**config.mk**
```make
export PLATFORM = sky130hd
export DESIGN_NAME = opb_register_bank_ppc2simulink
export DESIGN_NICKNAME = d
export VERILOG_FILES = /design/src/rtl/opb_register_bank_ppc2simulink.sv
export SDC_FILE = /design/constraint.sdc
export NUM_CORES = 2
export LEC_CHECK = 0
export CAP_MARGIN = 20
export CORE_MARGIN = 2
export CORE_UTILIZATION = 35
export DETAILED_ROUTE_END_ITERATION = 8
export HOLD_SLACK_MARGIN = 0.12
export SLEW_MARGIN = 10
export SYNTH_ARGS = -nofsm -noshare
export SYNTH_HDL_FRONTEND = slang
export SYNTH_SLANG_ARGS = --single-unit
```
**constraint.sdc**
```tcl
create_clock -name OPB_Clk -period 2.5 [get_ports OPB_Clk]
set_clock_uncertainty 0.15 [all_clocks]
set_input_delay 0.375 -clock OPB_Clk [delete_from_list [all_inputs] [get_ports OPB_Clk]]
set_output_delay 0.375 -clock OPB_Clk [all_outputs]
set_load 0.1 [all_outputs]
```
**src/rtl/opb_register_bank_ppc2simulink.sv**
```systemverilog
// OPB slave with C_NUM_REGS shadowed control registers; one COMMIT write moves every pending
// shadow to the active outputs in the same cycle, with a one-cycle update strobe per register.
module opb_register_bank_ppc2simulink #(
  parameter logic [31:0] C_BASEADDR   = 32'h0108F800,
  parameter logic [31:0] C_HIGHADDR   = 32'h0108F8FF,
  parameter int unsigned C_OPB_AWIDTH = 32,
  parameter int unsigned C_OPB_DWIDTH = 32,
  parameter int unsigned C_NUM_REGS   = 8,
  parameter int unsigned C_REG_WIDTH  = 32,
  parameter logic [31:0] C_RESET_VAL  = 32'h0,
  parameter bit          C_SHADOWED   = 1'b1
) (
  input  logic                                OPB_Clk,
  input  logic                                OPB_Rst,
  input  logic [0:C_OPB_AWIDTH-1]             OPB_ABus,
  input  logic [0:C_OPB_DWIDTH/8-1]           OPB_BE,
  input  logic [0:C_OPB_DWIDTH-1]             OPB_DBus,
  input  logic                                OPB_RNW,
  input  logic                                OPB_select,
  input  logic                                OPB_seqAddr,
  output logic [0:C_OPB_DWIDTH-1]             Sl_DBus,
  output logic                                Sl_xferAck,
  output logic                                Sl_errAck,
  output logic                                Sl_retry,
  output logic                                Sl_toutSup,
  output logic [C_NUM_REGS*C_REG_WIDTH-1:0]   user_data_out,
  output logic [C_NUM_REGS-1:0]               user_update
);

  localparam int unsigned WordW = C_OPB_AWIDTH - 2;
  localparam logic [C_REG_WIDTH-1:0] ResetVal = C_RESET_VAL[C_REG_WIDTH-1:0];

  localparam logic [0:0] StIdle = 1'b0;
  localparam logic [0:0] StAck  = 1'b1;

  logic [0:0]              state_q, state_d;
  logic [WordW-1:0]        word_q;
  logic [31:0]             wdata_q;
  logic [3:0]              be_q;
  logic                    rnw_q;
  logic [C_REG_WIDTH-1:0]  shadow_q [C_NUM_REGS];
  logic [C_REG_WIDTH-1:0]  shadow_d [C_NUM_REGS];
  logic [C_REG_WIDTH-1:0]  active_q [C_NUM_REGS];
  logic [C_REG_WIDTH-1:0]  active_d [C_NUM_REGS];
  logic [C_NUM_REGS-1:0]   pending_q, pending_d;
  logic [C_NUM_REGS-1:0]   update_q, update_d;
  logic                    auto_q, auto_d;

  logic [C_OPB_AWIDTH-1:0] abus, offset;
  logic [31:0]             dbus;
  logic [3:0]              be;
  logic                    in_range, start, auto_eff, is_ctrl, wr_en;
  logic [31:0]             rdata;
  logic                    unused_ok;

  // Numeric views of the big-endian bus: bit i of these is DBus[31-i]; be[j] covers byte j.
  assign abus     = OPB_ABus;
  assign dbus     = OPB_DBus;
  assign be       = OPB_BE;
  assign offset   = abus - C_OPB_AWIDTH'(C_BASEADDR);
  assign in_range = (abus >= C_OPB_AWIDTH'(C_BASEADDR)) && (abus <= C_OPB_AWIDTH'(C_HIGHADDR));
  assign start    = (state_q == StIdle) && OPB_select && in_range && !Sl_xferAck;

  assign Sl_xferAck = (state_q == StAck);
  assign Sl_errAck  = 1'b0;
  assign Sl_retry   = 1'b0;
  assign Sl_toutSup = 1'b0;

  assign auto_eff = C_SHADOWED ? auto_q : 1'b1;
  assign is_ctrl  = (word_q == WordW'(C_NUM_REGS));
  assign wr_en    = Sl_xferAck && !rnw_q;
  assign unused_ok = ^{OPB_seqAddr, offset[1:0]};

  function automatic logic [31:0] merge_bytes(input logic [31:0] old_w,
                                              input logic [31:0] new_w,
                                              input logic [3:0]  en);
    logic [31:0] res;
    res = old_w;
    for (int b = 0; b < 4; b++) begin
      if (en[b]) res[8*b +: 8] = new_w[8*b +: 8];
    end
    return res;
  endfunction

  always_comb begin
    state_d = StIdle;
    if (start) state_d = StAck;
  end

  always_comb begin
    logic [31:0] merged;
    shadow_d  = shadow_q;
    active_d  = active_q;
    pending_d = pending_q;
    update_d  = '0;
    auto_d    = auto_q;
    merged    = '0;
    if (wr_en) begin
      if (is_ctrl && be_q[0]) begin
        if (C_SHADOWED) auto_d = wdata_q[1];
        if (wdata_q[0]) begin
          for (int k = 0; k < int'(C_NUM_REGS); k++) begin
            if (pending_q[k]) begin
              active_d[k]  = shadow_q[k];
              update_d[k]  = 1'b1;
              pending_d[k] = 1'b0;
            end
          end
        end
      end
      for (int k = 0; k < int'(C_NUM_REGS); k++) begin
        if (word_q == WordW'(k)) begin
          merged      = merge_bytes(32'(shadow_q[k]), wdata_q, be_q);
          shadow_d[k] = merged[C_REG_WIDTH-1:0];
          if (auto_eff) begin
            active_d[k]  = merged[C_REG_WIDTH-1:0];
            update_d[k]  = 1'b1;
            pending_d[k] = 1'b0;
          end else begin
            pending_d[k] = 1'b1;
          end
        end
      end
    end
  end

  // Reads always see the shadow copy so software can verify staged values before committing.
  always_comb begin
    rdata = '0;
    if (is_ctrl) rdata[1] = auto_eff;
    for (int k = 0; k < int'(C_NUM_REGS); k++) begin
      if (word_q == WordW'(k)) rdata = 32'(shadow_q[k]);
    end
  end

  assign Sl_DBus = (Sl_xferAck && rnw_q) ? rdata : '0;

  always_comb begin
    user_data_out = '0;
    for (int k = 0; k < int'(C_NUM_REGS); k++) begin
      user_data_out[k*C_REG_WIDTH +: C_REG_WIDTH] = active_q[k];
    end
  end

  assign user_update = update_q;

  always_ff @(posedge OPB_Clk) begin
    if (OPB_Rst) begin
      state_q   <= StIdle;
      word_q    <= '0;
      wdata_q   <= '0;
      be_q      <= '0;
      rnw_q     <= 1'b0;
      pending_q <= '0;
      update_q  <= '0;
      auto_q    <= 1'b0;
      for (int k = 0; k < int'(C_NUM_REGS); k++) begin
        shadow_q[k] <= ResetVal;
        active_q[k] <= ResetVal;
      end
    end else begin
      state_q <= state_d;
      if (start) begin
        word_q  <= offset[C_OPB_AWIDTH-1:2];
        wdata_q <= dbus;
        be_q    <= be;
        rnw_q   <= OPB_RNW;
      end
      shadow_q  <= shadow_d;
      active_q  <= active_d;
      pending_q <= pending_d;
      update_q  <= update_d;
      auto_q    <= auto_d;
    end
  end

endmodule
```
==> results.txt <==
CTS Buffer Depth = 3
DR vias = 28800
Synth Area in Simple Gates = 15.3%
VDD IR-drop max = 0.433 mV
HPWL after DPL = 88300 µm
Worst rel slew slack = 39.5%
Vias in the first global route = 27400
Htree depth = 3
Setup TNS = -95.73 ns
Leak Pwr = 15.1 nW
CORE AREA = 0.0817 mm²
Initial antenna violation count = 0
Placer Congestion = 0.910
Post-synth top area cell = dfxtp_1
Post-synthesis xor/xnor area fraction = 0%
WP buf/inv = 5
Reg2Reg Setup Slack = -0.44 ns
GR Overflow Total = 0
Pre-CTS WS = -0.757 ns
Die W = 291 µm
Sw Pwr = 0.00452 W
Synth top area cells = dfxtp_1 42%, mux2i_1 12%, a21oi_1 6.9%
Outcome = complete, but fails checks
Yosys cell types = 69
Total chip power = 0.0204 W
R2R Path End = user_data_out[126]
Syn_area_per_cell = 9.16 µm²
Comb power frac = 2.2%
Largest fanout on the critical path = 7
Gr usage total = 28.9%
Detailed Route WL = 129000 µm
Fillers = 7491
Clock power frac = 51.3%
Internal = 0.0159 W
IO Count = 373
Hold crit path type = in2reg
Flop pwr share = 46.6%
Root buf cell = clkbuf_16
Reg2reg start = word_q[29]
Die H = 291 µm
Yosys reg bits = 597
Crit path time final = 3.59 ns
Cell Area, Synth = 0.0288 mm²
Pin count of the biggest net entering global routing = 147
Mux cell area share after synthesis = 13.4%
CP arrival = 3.06 ns
Hold EP = word_q[5]
Buffers on Ports = 366
Critical path launch point type = flop
Final core occ = 51.2%
Ys Warns = 0
Post-route setup slack = -1.09 ns
Setup crit start = word_q[17]
First-pass GRT wire length = 186000 µm
Critical path's largest stage delay = 0.40 ns
Hold_sp = OPB_ABus[24]
Top delay family on crit path = buffers and inverters
Maximum Capacitance Violations = 0
Most frequent cells in the layout = 587 x dfxtp_1, 567 x buf_4, 384 x a21oi_1, 315 x mux2i_1, 191 x nand2_1
CTS Buf Count = 69
Full die area = 0.0846 mm²
Worst-path cell with the longest stage delay = a2111oi_4
Post-synth ARST share = 0%
Placed insts = 4682
Final worst path period share = 143%
Register area share after synthesis = 41.5%
Cells after Synth = 3142
Power per cell area = 489 mW/mm²
Reg clk slew, reported paths = 0.06 ns
Fin. Hold Viols = 0
Number of routed nets with antenna violations = 0
Adder-cell share of the synthesized area = 0.0435%
Synth Area in Compound Gates = 24.1%
Max-slew violations = 0
EDFF count, synth = 0
Failing checks = setup timing
Commonest non-fill, non-tap cell in the layout = dfxtp_1
Row count = 105
Initial core utilization = 35.2%
Fmax = 279 MHz
Ys flop type = dfxtp_1
Crit path top cell by count = buf_4
Largest family of logic cells by synthesized area = compound AO/OA/AOI/OAI gates
Residual DRC = 0
Clk_lat worst skew = 0.62 ns
Top-area cell type share of the netlist area = 41.5%
Worst Hold Depth = 3
R2R cell count = 11
Initial DRT Pass Iterations = 6
CTS tree = done
Detailed Route Iter0 Violations = 2995
Crit. End Element = output pin
Critical path type = reg2out
Fin cells = 4894
Layout area overhead = 45.2%
Sw Ratio = 22.1%
Layout cell share with drive strength beyond 1 = 31.9%
Cells along the critical path = nor4_4 > buf_4 > nand4_1 > buf_12 > nor3_1 > buf_4 > nor3_2 > a2111oi_4 > buf_4 > buf_12
RSZ-0062 raised after global routing = true
CP Data Required Time = 1.98 ns
Setup violations, final = 428
Final #Nets = 3846
Sink Count = 597
Via/cell ratio = 5.89
Post-DR wirelength/cell = 26.5 µm
Worst-margin pin slew = 0.907 ns
worst min-delay path, delay by kind of cell:
kind | cells | cell delay (ns)
compound gates | 1 | 0.05
buf+inv | 1 | 0.39
simple gates | 1 | 0.06
final cells by class:
cell class                      instances  area [µm²]  share of cell area [%]
Timing Repair Buffer                  843        8790                    21.0
Sequential cell                       597       12000                    28.6
Inverter                               92         347                   0.829
Tap cell                             1070        1340                    3.20
Multi-Input combinational cell       2169       17100                    40.8
Clock inverter                         15         178                   0.425
Antenna cell                            1        2.50                 0.00599
Clock buffer                          107        2130                    5.10
power groups by stage:
| stage | Sequential, W | Clock [W] | Combinational, W |
|---|---|---|---|
| after floorplan | 0.00973 | 0 | 0.000235 |
| after global placement | 0.00973 | 0 | 0.000432 |
| after detailed placement | 0.00973 | 0 | 0.000432 |
| after CTS | 0.00952 | 0.0105 | 0.000436 |
| after global routing | 0.00952 | 0.0109 | 0.000467 |
| final | 0.00952 | 0.0105 | 0.000442 |
flip-flops by register name, summed over array words and instances, names as in the netlist:
name / flops
auto_eff: 1
rnw_q: 1
user_update: 8
user_data_out: 256
shadow_q: 256
be_q: 4
wdata_q: 32
Sl_xferAck: 1
word_q: 30
pending_q: 8
per-layer routing:
metal,wire [µm],vias up,part of all wire (%),GRT usage [%]
met5,0,-,0,0
met4,5550,0,4.3,11.7
met3,9830,256,7.6,5.15
met2,61800,1323,48,48.4
met1,52300,14200,40,36.9
li1,-,13000,-,-
cells in the mapped netlist, types with 39 or more instances:
cell type / number
nand2b_1: 134
nor4_1: 41
o21bai_1: 134
a221oi_1: 165
a211oi_1: 92
mux2i_1: 337
nor2_1: 158
inv_1: 90
dfxtp_1: 597
a21oi_1: 394
clkbuf_1: 224
o221a_2: 39
a2111oi_0: 49
nor3_1: 129
nand2_1: 191
how the worst max path moves through the flow:
| stage | end | slack [ns] | cells after the start |
|---|---|---|---|
| 2_1_floorplan | Sl_DBus[24] | -1.21 | 7 |
| 3_3_place_gp | Sl_DBus[12] | -0.98 | 8 |
| 3_5_place_dp | Sl_DBus[17] | -0.76 | 9 |
| 4_1_cts | Sl_DBus[17] | -1.14 | 9 |
| 5_1_grt | Sl_DBus[2] | -1.22 | 9 |
| 6_report | Sl_DBus[16] | -1.09 | 10 |
per-stage QoR:
stage	area (µm²)	hold WS, ns
3_3_place_gp	36800	0.294
6_report	41800	0.161
5_1_grt	41800	0.150
3_5_place_dp	36800	0.300
4_1_cts	40900	0.137
2_1_floorplan	29500	0.281
timing repair:
action / CTS / global route
resized for setup: 174 / 174
hold endpoints to repair: 19 / 0
pin swaps: 123 / 59
cloned: 25 / 3
hold buffers: 1 / 0
setup buffers: 49 / 34
setup endpoints to repair: 474 / 522
kinds of logic (layout without fill, tap and decap cells):
logic type,count (synthesis),count (layout)
compound gates,1006,1006
other cells,1,4
flops,597,597
simple gates,791,791
mux,368,368
fa+ha+maj,1,1
buf+inv,378,1057
Note: power is estimated with default switching activity, not from simulation.
